<file path="config.mk">
export PLATFORM = sky130hd
export DESIGN_NAME = jellyvl_etherneco_synctimer_delay_writer
export DESIGN_NICKNAME = d
export VERILOG_FILES = /design/src/rtl/jellyvl_etherneco_synctimer_delay_writer.sv
export SDC_FILE = /design/constraint.sdc
export NUM_CORES = 1
export LEC_CHECK = 0
export ABC_AREA = 1
export BUFFER_PORTS_ARGS = -buffer_cell sky130_fd_sc_hd__clkbuf_2
export CAP_MARGIN = 15
export CORE_MARGIN = 2
export CORE_UTILIZATION = 39
export CTS_BUF_LIST = sky130_fd_sc_hd__clkbuf_16
export CTS_CLUSTER_SIZE = 12
export DETAILED_ROUTE_END_ITERATION = 10
export GPL_TIMING_DRIVEN = 0
export SETUP_SLACK_MARGIN = 0.2
export SYNTH_ARGS = -nofsm -noshare
export SYNTH_HDL_FRONTEND = slang
export SYNTH_SLANG_ARGS = --single-unit
</file>
<file path="constraint.sdc">
create_clock -name clk -period 4.8 [get_ports clk]
set_clock_uncertainty 0.15 [all_clocks]
set_input_delay 0.24 -clock clk [delete_from_list [all_inputs] [get_ports clk]]
set_output_delay 0.24 -clock clk [all_outputs]
set_load 0.05 [all_outputs]
</file>
<file path="src/rtl/jellyvl_etherneco_synctimer_delay_writer.sv">
// Inner-ring stream stage: passes bytes through with one cycle latency and writes this node's
// delay record in synctimer response frames. Optional: JELLYVL_ETHERNECO_SYNCTIMER_DELAY_WRITER_HOPCOUNT_EN.
module jellyvl_etherneco_synctimer_delay_writer #(
  parameter logic [7:0]  CMD_ID        = 8'h10,
  parameter int unsigned RECORD_OFFSET = 4
) (
  input  logic        reset,
  input  logic        clk,
  input  logic [7:0]  node_id,
  input  logic [31:0] delay_time,
  input  logic        delay_valid,
  input  logic        s_first,
  input  logic        s_last,
  input  logic [7:0]  s_data,
  input  logic        s_valid,
  output logic        m_first,
  output logic        m_last,
  output logic [7:0]  m_data,
  output logic        m_valid,
  output logic        write_done
);

  typedef enum logic [1:0] {
    ST_IDLE   = 2'd0,
    ST_ACTIVE = 2'd1,
    ST_BYPASS = 2'd2
  } state_t;

  localparam logic [10:0] REC_OFS = 11'(RECORD_OFFSET);

  function automatic logic [15:0] sat_inc16(input logic [15:0] v);
    return (v == 16'hFFFF) ? v : (v + 16'd1);
  endfunction

  function automatic logic [7:0] delay_byte(input logic [31:0] d, input logic [1:0] lane);
    logic [7:0] b;
    case (lane)
      2'd0:    b = d[7:0];
      2'd1:    b = d[15:8];
      2'd2:    b = d[23:16];
      2'd3:    b = d[31:24];
      default: b = 8'h00;
    endcase
    return b;
  endfunction

`ifdef JELLYVL_ETHERNECO_SYNCTIMER_DELAY_WRITER_HOPCOUNT_EN
  function automatic logic [7:0] sat_inc8(input logic [7:0] v);
    return (v == 8'hFF) ? v : (v + 8'd1);
  endfunction
`endif

  state_t      state_r, state_next_s;
  logic [31:0] held_delay_r;
  logic [31:0] frame_delay_r, frame_delay_next_s;
  logic [10:0] target_r, target_next_s;
  logic [15:0] byte_cnt_r, byte_cnt_next_s;
  logic [31:0] snap_delay_s;
  logic [15:0] target_ext_s;
  logic [15:0] rel_s;
  logic        in_record_s;
  logic        hop_s;
  logic [7:0]  data_s;
  logic        write_s;

  // A strobe on the first beat must reach that frame's snapshot.
  assign snap_delay_s = delay_valid ? delay_time : held_delay_r;
  assign target_ext_s = {5'd0, target_r};
  assign rel_s        = byte_cnt_r - target_ext_s;
  assign in_record_s  = (byte_cnt_r >= target_ext_s) && (rel_s < 16'd4);

`ifdef JELLYVL_ETHERNECO_SYNCTIMER_DELAY_WRITER_HOPCOUNT_EN
  assign hop_s = (byte_cnt_r == 16'd1);
`else
  assign hop_s = 1'b0;
`endif

  // Next-state, frame snapshot and data substitution.
  always_comb begin
    state_next_s       = state_r;
    frame_delay_next_s = frame_delay_r;
    target_next_s      = target_r;
    byte_cnt_next_s    = byte_cnt_r;
    data_s             = s_data;
    write_s            = 1'b0;
    if (s_valid) begin
      if (s_first) begin
        frame_delay_next_s = snap_delay_s;
        target_next_s      = REC_OFS + {1'b0, node_id, 2'b00};
        byte_cnt_next_s    = 16'd1;
        if (s_last) begin
          state_next_s = ST_IDLE;
        end else if (s_data == CMD_ID) begin
          state_next_s = ST_ACTIVE;
        end else begin
          state_next_s = ST_BYPASS;
        end
      end else begin
        byte_cnt_next_s = sat_inc16(byte_cnt_r);
        case (state_r)
          ST_ACTIVE: begin
            if (in_record_s) begin
              data_s  = delay_byte(frame_delay_r, rel_s[1:0]);
              write_s = (rel_s[1:0] == 2'd3);
`ifdef JELLYVL_ETHERNECO_SYNCTIMER_DELAY_WRITER_HOPCOUNT_EN
            end else if (hop_s) begin
              data_s = sat_inc8(s_data);
`endif
            end else begin
              data_s = s_data;
            end
            state_next_s = s_last ? ST_IDLE : ST_ACTIVE;
          end
          ST_BYPASS: begin
            state_next_s = s_last ? ST_IDLE : ST_BYPASS;
          end
          default: begin
            state_next_s = ST_IDLE;
          end
        endcase
      end
    end else begin
      state_next_s    = state_r;
      byte_cnt_next_s = byte_cnt_r;
    end
  end

  // Delay latch, frame context and state registers.
  always_ff @(posedge clk or posedge reset) begin
    if (reset) begin
      state_r       <= ST_IDLE;
      held_delay_r  <= 32'hFFFF_FFFF;
      frame_delay_r <= 32'hFFFF_FFFF;
      target_r      <= 11'd0;
      byte_cnt_r    <= 16'd0;
    end else begin
      state_r       <= state_next_s;
      frame_delay_r <= frame_delay_next_s;
      target_r      <= target_next_s;
      byte_cnt_r    <= byte_cnt_next_s;
      if (delay_valid) begin
        held_delay_r <= delay_time;
      end
    end
  end

  // Output stage; sideband holds its last value across invalid cycles.
  always_ff @(posedge clk or posedge reset) begin
    if (reset) begin
      m_first    <= 1'b0;
      m_last     <= 1'b0;
      m_data     <= 8'h00;
      m_valid    <= 1'b0;
      write_done <= 1'b0;
    end else begin
      m_valid    <= s_valid;
      write_done <= write_s;
      if (s_valid) begin
        m_first <= s_first;
        m_last  <= s_last;
        m_data  <= data_s;
      end
    end
  end

endmodule
</file>
==> results.txt, run 1 <==
run status -> finished clean
global-route wire length before repair -> 21600 um
max-cap violation count -> 0
final cycle utilization of the critical path -> 50.2%
cell breakdown of the critical path -> ha_1 > nand2_1 > nand2_1 > nand3_1 > nand2_1 > nor2_1 > nand2_1 > nor2_2 > nand2_2 > nor2_8 > nand3_4 > nand2_1 > nand3_1 > nand2_1
core region area -> 13900 um^2
number of antenna violations at the first check in global routing -> 0
die area -> 15200 um^2
synthesis-stage register bit count -> 103
Crit. End Element -> flip-flop
final core utilization -> 48.4%
post-synth top area share -> 30.4%
DR vias -> 4578
Port Buffers -> 64
RSZ-0062 raised after global routing -> false
drc violations -> 0
CTS-repair resized insts -> 0
startpoint of the most critical setup path -> byte_cnt_r[3]
path length in cells of the critical path -> 14
Worst Setup EP -> m_data[7]
cell at the slowest stage of the critical path -> dfrtp_1
clock period minus final worst setup slack -> 2.41 ns
net count of the mapped netlist -> 728
data arrival at the endpoint of the critical path -> 2.55 ns
CTS clock-pin slew for the worst setup and hold paths -> 0.07 ns
worst reg2reg path endpoint -> m_data[7]
Worst VDD drop -> 0.198 mV
TritonCTS clock tree -> done
leading cell types in the layout, fill and taps excluded -> 224 x nand2_1, 67 x inv_1, 64 x dfstp_2, 64 x clkbuf_2, 39 x dfrtp_1
endpoints failing setup -> 0
total overflow reported by the global router -> 0
cells on worst reg2reg path -> 14
total number of clock tree sinks -> 103
library cell with the largest summed area after synthesis -> dfstp_2
buffer levels on the longest clock path -> 2
Post-synth top flop -> dfstp_2
Mean Syn Cell Area -> 8.42 um^2
endpoints failing hold -> 0
WP buf/inv -> 0
number of DRC markers in iteration 0 -> 270
Max H-tree Level -> 3
top cells by area, synth -> dfstp_2 30%, dfrtp_1 18%, nand2_1 15%
sequential fraction of the synthesis area -> 48.0%
Routed wire per std cell -> 13.5 um
count of boundary I/O pins -> 66
YS warnings -> 0
vias in the first global route -> 4550
ant diodes -> 0
share of flip-flops with an asynchronous set or reset -> 100%
total power density per cell area -> 325 nW/um^2
Detail Route Antenna Nets -> 0
type of the worst min-delay path -> input port to flip-flop
number of standard cells after synthesis -> 657
category of the most critical setup path -> flip-flop to flip-flop
CP startpoint kind -> flip-flop
final-report max-slew violation count -> 0
headroom to the max-slew limit -> 60.8%
delay of the slowest critical-path stage -> 0.45 ns
Clock Latency Late Sink -> 0.35 ns
total number of nets in the final design -> 836
global-route usage over all layers -> 18.4%
vias per inst -> 4.82
number of buffers inserted during clock tree synthesis -> 9
relative area change from synthesis to final layout -> 21.4%
clock root buffer master -> clkbuf_16
number of enable flip-flop cells after synthesis -> 0
Rows -> 43
total detailed-routing wirelength -> 12900 um
CP max FO -> 9
critical path data required time -> 4.94 ns
Worst Max-Slew Pin Slew -> 0.588 ns
most common library cell in the layout ignoring fill and taps -> nand2_1
family with the most delay on the worst path -> simple AND/OR/NAND/NOR gates
number of distinct library cell variants in the gate-level netlist after synthesis -> 35
layout cell share with drive strength beyond 1 -> 28.9%
Horiz. Die Dim -> 123 um
cell occurring most often along the worst timing path -> nand2_1
Detail Placement HPWL -> 9510 um
initial cell density of the core -> 39.9%
Post-Synthesis Cell Area -> 5530 um^2
y dimension of the die -> 123 um
global placer's final weighted congestion -> 0.819
Final TNS setup -> 0 ns
first-pass detailed-route iteration total -> 4
Achievable Freq -> 0.415 GHz
pin count of the biggest net entering global routing -> 68
Crit Reg-Reg Startpoint -> byte_cnt_r[3]
static leakage power -> 3.32 nW
reg-to-reg setup timing slack -> 2.39 ns
[flip-flops by register name (all words and copies together), names as in the netlist]
name and count:
target_r 9, m_last 1, m_data 8, held_delay_r 32
m_valid 1, write_done 1, state_r 2, byte_cnt_r 16
m_first 1, frame_delay_r 32
[worst min path at each step]
stage / from / to / slack [ns] / cells past startpoint
6_report: node_id[6] / target_r[10] / 0.02 / 3
5_1_grt: delay_time[17] / held_delay_r[17] / 0.003 / 2
4_1_cts: node_id[6] / target_r[10] / 0.00009 / 3
3_5_place_dp: frame_delay_r[6] / frame_delay_r[6] / 0.31 / 2
3_3_place_gp: frame_delay_r[1] / frame_delay_r[1] / 0.30 / 2
2_1_floorplan: s_valid / m_valid / 0.12 / 0
[synth_stat cells (12+ instances only)]
cell / count
nand2_1: 224
inv_1: 68
dfstp_2: 64
dfrtp_1: 39
nand3_1: 35
mux2_2: 32
nor2_1: 32
o21ai_0: 28
nand4_1: 18
ha_1: 17
clkbuf_1: 14
nand2_2: 13
nor3_1: 12
[stage by stage]
stage / power (mW) / hold WS, ns / setup WS [ns] / cells / area [um^2]
global route: 2.31 / 0.00255 / 2.19 / 949 / 6720
finish: 2.18 / 0.0157 / 2.39 / 949 / 6720
detailed placement: 1.45 / 0.307 / 2.41 / 902 / 6110
global placement: 1.44 / 0.304 / 0.669 / 901 / 6080
floorplan: 1.33 / 0.121 / 1.81 / 657 / 5530
CTS: 2.21 / 0.0000912 / 2.40 / 948 / 6710
[routing by layer]
layer,GRT usage (%),wire (um)
met5,0,0
met1,24.2,5960
met4,7.03,238
met2,30.3,6300
met3,3.23,353
[repair_timing]
action                    4_1_cts  5_1_grt
hold endpoints to repair       31        1
buffers inserted                0        0
hold buffers                   31        1
[report_power, final]
group | internal [mW] | switching, mW | total [mW]
sequential | 1.01 | 0.0417 | 1.05
clock | 0.385 | 0.341 | 0.725
combinational | 0.152 | 0.257 | 0.410
total | 1.54 | 0.640 | 2.18
[cell families after synthesis]
kind of cell,Yosys count,synth area share [%]
multiplexers,32,6.51
flip-flops,103,48.0
XOR/XNOR,2,0.317
AO/OA/AOI/OAI,49,4.75
buffers and inverters,98,7.01
AND/OR/NAND/NOR,356,29.6
adder cells (fa/ha/maj),17,3.84
[worst min-delay path, delay by kind of cell]
kind / cells / cell delay (ns)
and+or+nand+nor: 1 / 0.08
buffers and inverters: 1 / 0.10
AOI/OAI and AO/OA: 1 / 0.06
[area by class of cell]
type / instances / area [um^2]
Clock inverter: 5 / 40.0
Multi-Input combinational cell: 456 / 2490
Clock buffer: 10 / 250
Buffer: 21 / 98.8
Inverter: 77 / 292
Fill cell: 1339 / 7160
Timing Repair Buffer: 97 / 668
Sequential cell: 103 / 2660
Tap cell: 180 / 225
Power figures use the tool's default switching activity.
==> inputs of run 2 (changes only) <==
--- a/config.mk
+++ b/config.mk
@@ -5,7 +5,7 @@
 export SDC_FILE = /design/constraint.sdc
 export NUM_CORES = 1
 export LEC_CHECK = 0
-export ABC_AREA = 1
+export ABC_AREA = 0
 export BUFFER_PORTS_ARGS = -buffer_cell sky130_fd_sc_hd__clkbuf_2
 export CAP_MARGIN = 15
 export CORE_MARGIN = 2
==> constraint.sdc (replaced) <==
create_clock -name clk -period 2.17 [get_ports clk]
set_clock_uncertainty 0.15 [all_clocks]
set_input_delay 0.1085 -clock clk [delete_from_list [all_inputs] [get_ports clk]]
set_output_delay 0.1085 -clock clk [all_outputs]
set_load 0.05 [all_outputs]
==> results.txt, run 2 <==
total number of clock tree sinks -> 103 (unchanged)
library cell with the largest summed area after synthesis -> dfstp_2 (unchanged)
drc violations -> 0 (unchanged)
number of DRC markers in iteration 0 -> 205 (was 270)
Worst Max-Slew Pin Slew -> 0.682 ns (was 0.588 ns)
total detailed-routing wirelength -> 13100 um (was 12900 um)
Final TNS setup -> -3.55 ns (was 0 ns)
DR vias -> 4306 (was 4578)
ant diodes -> 0 (unchanged)
total power density per cell area -> 709 nW/um^2 (was 325 nW/um^2)
endpoints failing hold -> 0 (unchanged)
Rows -> 42 (was 43)
Max H-tree Level -> 3 (unchanged)
clock root buffer master -> clkbuf_16 (unchanged)
buffer levels on the longest clock path -> 2 (unchanged)
Post-Synthesis Cell Area -> 5250 um^2 (was 5530 um^2)
max-cap violation count -> 0 (unchanged)
CP startpoint kind -> flip-flop (unchanged)
Routed wire per std cell -> 15.4 um (was 13.5 um)
clock period minus final worst setup slack -> 2.59 ns (was 2.41 ns)
run status -> complete, but fails checks (was finished clean)
worst-case setup slack after placement -> -0.732 ns (was 2.41 ns)
Detail Route Antenna Nets -> 0 (unchanged)
CTS clock-pin slew for the worst setup and hold paths -> 0.07 ns (about the same)
pin count of the biggest net entering global routing -> 47 (was 68)
largest registers -> frame_delay_r: 32 flops, held_delay_r: 32 flops, byte_cnt_r: 16 flops (unchanged)
y dimension of the die -> 120 um (was 123 um)
static leakage power -> 3.16 nW (was 3.32 nW)
final-report max-slew violation count -> 0 (unchanged)
headroom to the max-slew limit -> 54.6% (was 60.8%)
total number of nets in the final design -> 741 (was 836)
sequential fraction of the synthesis area -> 50.7% (was 48.0%)
relative area change from synthesis to final layout -> 36.3% (was 21.4%)
met1 Track Usage GR -> 23.5% (was 24.2%)
Post-synth top flop -> dfstp_2 (unchanged)
layout cell share with drive strength beyond 1 -> 39.9% (was 28.9%)
TritonCTS clock tree -> done (unchanged)
number of buffers inserted during clock tree synthesis -> 9 (unchanged)
global placer's final weighted congestion -> 0.838 (was 0.819)
YS warnings -> 0 (unchanged)
Worst Setup Slack, final -> -0.421 ns (was 2.39 ns)
leading cell types in the layout, fill and taps excluded -> 122 x nand2_1, 64 x dfstp_2, 63 x clkbuf_2 (was 224 x nand2_1, 67 x inv_1, 64 x dfstp_2, 64 x clkbuf_2, 39 x dfrtp_1)
synthesis-stage register bit count -> 103 (unchanged)
Crit. End Element -> flip-flop (unchanged)
first-pass detailed-route iteration total -> 5 (was 4)
Detail Placement HPWL -> 9100 um (was 9510 um)
global-route wire length before repair -> 21300 um (was 21600 um)
CP max FO -> 8 (was 9)
post-synth top area share -> 32.1% (was 30.4%)
count of fill cells added during filler insertion -> 1179 (was 1339)
initial cell density of the core -> 39.8% (was 39.9%)
core region area -> 13200 um^2 (was 13900 um^2)
vias per inst -> 5.06 (was 4.82)
critical path data required time -> 2.23 ns (was 4.94 ns)
Worst VDD drop -> 0.350 mV (was 0.198 mV)
type of the worst min-delay path -> input port to flip-flop (unchanged)
Clock Latency Late Sink -> 0.35 ns (about the same)
routing layer with the top usage in global route -> met2 (unchanged)
total overflow reported by the global router -> 0 (unchanged)
number of distinct library cell variants in the gate-level netlist after synthesis -> 53 (was 35)
category of the most critical setup path -> flip-flop to flip-flop (unchanged)
final core utilization -> 54.2% (was 48.4%)
Mean Syn Cell Area -> 10.0 um^2 (was 8.42 um^2)
Horiz. Die Dim -> 120 um (was 123 um)
Achievable Freq -> 0.386 GHz (was 0.415 GHz)
count of boundary I/O pins -> 66 (unchanged)
vias in the first global route -> 4448 (was 4550)
top cells by instance count after synthesis -> 127 x nand2_1, 64 x dfstp_2, 39 x dfrtp_1, 39 x nor2_1, 33 x mux2_2 (was 224 x nand2_1, 68 x inv_1, 64 x dfstp_2)
data arrival at the endpoint of the critical path -> 2.65 ns (was 2.55 ns)
met3 Use GR -> 2.76% (was 3.23%)
number of enable flip-flop cells after synthesis -> 0 (unchanged)
most common library cell in the layout ignoring fill and taps -> nand2_1 (unchanged)
RSZ-0062 raised after global routing -> true (was false)
endpoints failing setup -> 9 (was 0)
Worst Hold Margin -> 0.0704 ns (was 0.0157 ns)
most common cell in the synthesized netlist -> nand2_1 (unchanged)
global-route usage over all layers -> 18.6% (was 18.4%)
global routing usage on met2 -> 32.2% (was 30.3%)
number of standard cells after synthesis -> 522 (was 657)
share of flip-flops with an asynchronous set or reset -> 100% (unchanged)
Port Buffers -> 63 (was 64)
top cells by area, synth -> dfstp_2 32%, dfrtp_1 19%, nand2_1 9.1% (was dfstp_2 30%, dfrtp_1 18%, nand2_1 15%)
die area -> 14400 um^2 (was 15200 um^2)
final cycle utilization of the critical path -> 119% (was 50.2%)
reg-to-reg setup timing slack -> -0.42 ns (was 2.39 ns)
number of antenna violations at the first check in global routing -> 0 (unchanged)
net count of the mapped netlist -> 593 (was 728)
violations in the final reports -> negative setup slack
## run 2: cell types whose count changed after synthesis, moves of 6 or more
cell,delta
xor2_1,+13
nand3_1,-21
nor2_1,+7
o221ai_2,+8
nand2_2,-13
inv_1,-39
a211oi_1,+10
inv_2,-9
nor3_1,-12
o21ai_0,-11
and3_1,+6
nand2_1,-97
a222oi_1,+8
## run 2: critical path, cell delays in order, from the launching register on
cell and delay, ns:
dfrtp_1 0.39, inv_2 0.07, ha_4 0.20, a21o_1 0.19, or4_4 0.44, o22ai_4 0.22, xor2_4 0.18, nor3b_2 0.17
and3_1 0.18, buf_6 0.15, o221ai_2 0.10
## run 2: final timing paths
path	start	endpoint	cells past startpoint
min in group asynchronous	reset	byte_cnt_r[10]	3
max in group asynchronous	reset	held_delay_r[7]	4
min reg2reg	frame_delay_r[12]	frame_delay_r[12]	2
max	target_r[5]	m_data[0]	10
min	delay_valid	held_delay_r[31]	2
max reg2reg	target_r[5]	m_data[0]	10
## run 2: stage by stage
stage	instances	total power [mW]	area [um^2]
floorplan	522	2.98	5310
finish	851	5.07	7150
detailed placement	763	3.27	5880
global route	851	5.32	7150
global placement	761	3.23	5840
CTS	842	5.06	6900
## run 2: layout make-up
cell class                      instances  area, um^2  area share [%]
Clock buffer                            9         225            3.15
Clock inverter                          7        82.6            1.16
Tap cell                              176         220            3.08
Multi-Input combinational cell        364        2690            37.6
Sequential cell                       103        2660            37.2
Buffer                                 26         124            1.73
Timing Repair Buffer                  137        1040            14.5
Inverter                               29         113            1.58
## run 2: kinds of logic after synthesis
kind of cell             share of synthesized area, %
buffers and inverters                            4.13
flip-flops                                       50.7
adder cells (fa/ha/maj)                          4.06
multiplexers                                     7.08
XOR/XNOR                                         3.70
AND/OR/NAND/NOR                                  18.8
AO/OA/AOI/OAI                                    11.5
## run 2: repair_timing
item,4_1_cts,5_1_grt
endpoints found under the hold margin,91,0
hold buffers,52,0
pin swaps,8,15
endpoints found under the setup margin,24,25
resized for setup,22,42
setup buffers,11,9
## run 2: power by group
| group | leakage (nW) | switching [mW] | internal [mW] | total, mW |
|---|---|---|---|---|
| clock network | 0.151 | 0.740 | 0.909 | 1.65 |
| registers | 1.17 | 0.120 | 2.23 | 2.35 |
| logic | 1.84 | 0.618 | 0.445 | 1.06 |
## run 2: metal layers
metal,up-vias,part of all wire [%]
li1,2083,-
met2,102,50
met1,2102,44
met4,0,2.1
met3,19,3.5
met5,-,0
==> inputs of run 3 (changes only) <==
--- a/config.mk
+++ b/config.mk
@@ -8,12 +8,15 @@
 export ABC_AREA = 0
 export BUFFER_PORTS_ARGS = -buffer_cell sky130_fd_sc_hd__clkbuf_2
 export CAP_MARGIN = 15
+export CELL_PAD_IN_SITES_DETAIL_PLACEMENT = 0
+export CELL_PAD_IN_SITES_GLOBAL_PLACEMENT = 1
 export CORE_MARGIN = 2
 export CORE_UTILIZATION = 39
 export CTS_BUF_LIST = sky130_fd_sc_hd__clkbuf_16
 export CTS_CLUSTER_SIZE = 12
 export DETAILED_ROUTE_END_ITERATION = 10
 export GPL_TIMING_DRIVEN = 0
+export PLACE_DENSITY_LB_ADDON = 0.1
 export SETUP_SLACK_MARGIN = 0.2
 export SYNTH_ARGS = -nofsm -noshare
 export SYNTH_HDL_FRONTEND = slang
==> constraint.sdc (replaced) <==
create_clock -name clk -period 2.17 [get_ports clk]
set_clock_uncertainty 0.15 [all_clocks]
set_input_delay 0.3255 -clock clk [delete_from_list [all_inputs] [get_ports clk]]
set_output_delay 0.3255 -clock clk [all_outputs]
set_load 0.05 [all_outputs]
==> results.txt, run 3 (same netlist as run 2, synthesis figures left out) <==
run status -> complete, but fails checks (unchanged)
cell at the slowest stage of the critical path -> dfrtp_2 (was or4_4)
area occupied by registers -> 2660 um^2 (about the same)
final-report max-slew violation count -> 0 (unchanged)
Worst Max-Slew Pin Slew -> 0.696 ns (was 0.682 ns)
family with the most delay on the worst path -> compound AO/OA/AOI/OAI gates (was simple AND/OR/NAND/NOR gates)
die area -> 14400 um^2 (unchanged)
Clock Latency Late Sink -> 0.35 ns (about the same)
clock period minus final worst setup slack -> 2.60 ns (was 2.59 ns)
static leakage power -> 2.91 nW (was 3.16 nW)
buffer levels on the longest clock path -> 2 (unchanged)
count of boundary I/O pins -> 66 (unchanged)
vias per inst -> 5.01 (was 5.06)
Horiz. Die Dim -> 120 um (unchanged)
CP startpoint kind -> flip-flop (unchanged)
Worst Hold Margin -> 0.0393 ns (was 0.0704 ns)
Port Buffers -> 63 (unchanged)
data arrival at the endpoint of the critical path -> 2.67 ns (was 2.65 ns)
reg-to-reg setup timing slack -> -0.43 ns (was -0.42 ns)
first-pass detailed-route iteration total -> 5 (unchanged)
clock root buffer master -> clkbuf_16 (unchanged)
total detailed-routing wirelength -> 12500 um (was 13100 um)
CP max FO -> 9 (was 8)
Max H-tree Level -> 3 (unchanged)
cells on worst reg2reg path -> 11 (was 10)
leading cell types in the layout, fill and taps excluded -> 123 x nand2_1, 64 x clkbuf_2, 64 x dfstp_2 (was 122 x nand2_1, 64 x dfstp_2, 63 x clkbuf_2)
met1 Track Usage GR -> 25.7% (was 23.5%)
initial cell density of the core -> 39.8% (unchanged)
worst reg2reg path endpoint -> m_data[4] (was m_data[0])
violations in the final reports -> negative setup slack (unchanged)
Worst VDD drop -> 0.389 mV (was 0.350 mV)
number of antenna violations at the first check in global routing -> 0 (unchanged)
headroom to the max-slew limit -> 53.6% (was 54.6%)
most common library cell in the layout ignoring fill and taps -> nand2_1 (unchanged)
RSZ-0062 raised after global routing -> true (unchanged)
drc violations -> 0 (unchanged)
ant diodes -> 0 (unchanged)
total number of clock tree sinks -> 103 (unchanged)
Detail Route Antenna Nets -> 0 (unchanged)
Rows -> 42 (unchanged)
y dimension of the die -> 120 um (unchanged)
path length in cells of the critical path -> 11 (was 10)
Final TNS setup -> -3.73 ns (was -3.55 ns)
CTS clock-pin slew for the worst setup and hold paths -> 0.07 ns (about the same)
critical path data required time -> 2.23 ns (about the same)
number of DRC markers in iteration 0 -> 185 (was 205)
final cycle utilization of the critical path -> 120% (was 119%)
delay of the slowest critical-path stage -> 0.45 ns (was 0.44 ns)
global-route usage over all layers -> 18.6% (about the same)
endpoints failing setup -> 9 (unchanged)
routing layer with the top usage in global route -> met2 (unchanged)
Crit. End Element -> flip-flop (unchanged)
startpoint of the most critical setup path -> byte_cnt_r[7] (was target_r[5])
pin count of the biggest net entering global routing -> 45 (was 47)
DR vias -> 4009 (was 4306)
layout cell share with drive strength beyond 1 -> 41.2% (was 39.9%)
Worst Setup EP -> m_data[4] (was m_data[0])
number of buffers inserted during clock tree synthesis -> 9 (unchanged)
global-route wire length before repair -> 20600 um (was 21300 um)
global routing usage on met2 -> 28.7% (was 32.2%)
type of the worst min-delay path -> input port to flip-flop (unchanged)
core region area -> 13200 um^2 (unchanged)
relative area change from synthesis to final layout -> 25.3% (was 36.3%)
met3 Use GR -> 3.52% (was 2.76%)
vias in the first global route -> 3989 (was 4448)
Worst Setup Slack, final -> -0.435 ns (was -0.421 ns)
hold depth -> 2 (unchanged)
largest registers -> frame_delay_r: 32 flops, held_delay_r: 32 flops, byte_cnt_r: 16 flops (unchanged)
endpoints failing hold -> 0 (unchanged)
cell breakdown of the critical path -> ha_1 > buf_4 > a21oi_4 > o22ai_1 > o31a_1 > nor2_1 > and3_1 > buf_4 > and3_1 > buf_6 > o221ai_2 (was inv_2 > ha_4 > a21o_1 > or4_4 > o22ai_4 > xor2_4 > nor3b_2 > and3_1 > buf_6 > o221ai_2)
total overflow reported by the global router -> 0 (unchanged)
max-cap violation count -> 0 (unchanged)
TritonCTS clock tree -> done (unchanged)
combined area of the multi-input logic cells -> 2650 um^2 (was 2690 um^2)
total power density per cell area -> 746 nW/um^2 (was 709 nW/um^2)
Detail Placement HPWL -> 9150 um (was 9100 um)
category of the most critical setup path -> flip-flop to flip-flop (unchanged)
count of fill cells added during filler insertion -> 1276 (was 1179)
Achievable Freq -> 0.384 GHz (was 0.386 GHz)
Crit Reg-Reg Startpoint -> byte_cnt_r[7] (was target_r[5])
global placer's final weighted congestion -> 0.843 (was 0.838)
WP buf/inv -> 3 (was 2)
Routed wire per std cell -> 15.6 um (was 15.4 um)
total number of nets in the final design -> 690 (was 741)
## run 3: layout make-up
type / count / area share [%]
Buffer: 26 / 1.90
Clock buffer: 9 / 3.43
Clock inverter: 7 / 0.837
Inverter: 29 / 1.71
Multi-Input combinational cell: 364 / 40.3
Sequential cell: 103 / 40.5
Tap cell: 176 / 3.35
Timing Repair Buffer: 86 / 7.99
## run 3: what timing repair did
| action | 4_1_cts | 5_1_grt |
|---|---|---|
| cloned | 0 | 0 |
| resized for setup | 36 | 19 |
| hold buffers | 2 | 0 |
| pin swaps | 15 | 10 |
| endpoints found under the setup margin | 24 | 30 |
| endpoints found under the hold margin | 3 | 0 |
| buffers inserted | 17 | 2 |
## run 3: through the flow
step | power (mW) | utilization (%) | instances | worst slack (ns) | area, um^2
floorplan | 2.98 | - | 522 | -0.395 | 5310
global placement | 3.24 | 44.3 | 761 | -0.705 | 5840
detailed placement | 3.27 | 44.6 | 763 | -0.699 | 5880
CTS | 4.96 | 49.1 | 798 | -0.439 | 6480
global route | 5.20 | 49.8 | 800 | -0.592 | 6570
finish | 4.91 | 49.8 | 800 | -0.435 | 6570
## run 3: how the worst min path moves through the flow
stage	from	endpoint	slack, ns
global placement	frame_delay_r[1]	frame_delay_r[1]	0.30
global route	s_last	state_r[0]	0.04
floorplan	s_valid	m_valid	0.21
detailed placement	reset	target_r[3]	0.23
CTS	s_last	state_r[0]	0.03
finish	s_last	state_r[0]	0.04
## run 3: report_power, final
part           internal, mW  leakage, nW  switching, mW
Sequential             2.23         1.17          0.116
Clock                 0.875        0.145          0.698
Combinational         0.393         1.59          0.589
## run 3: layer usage
| metal | routed length, um | part of all wire, % |
|---|---|---|
| met5 | 0 | 0 |
| met4 | 310 | 2.5 |
| met3 | 579 | 4.6 |
| met2 | 5740 | 46 |
| met1 | 5860 | 47 |
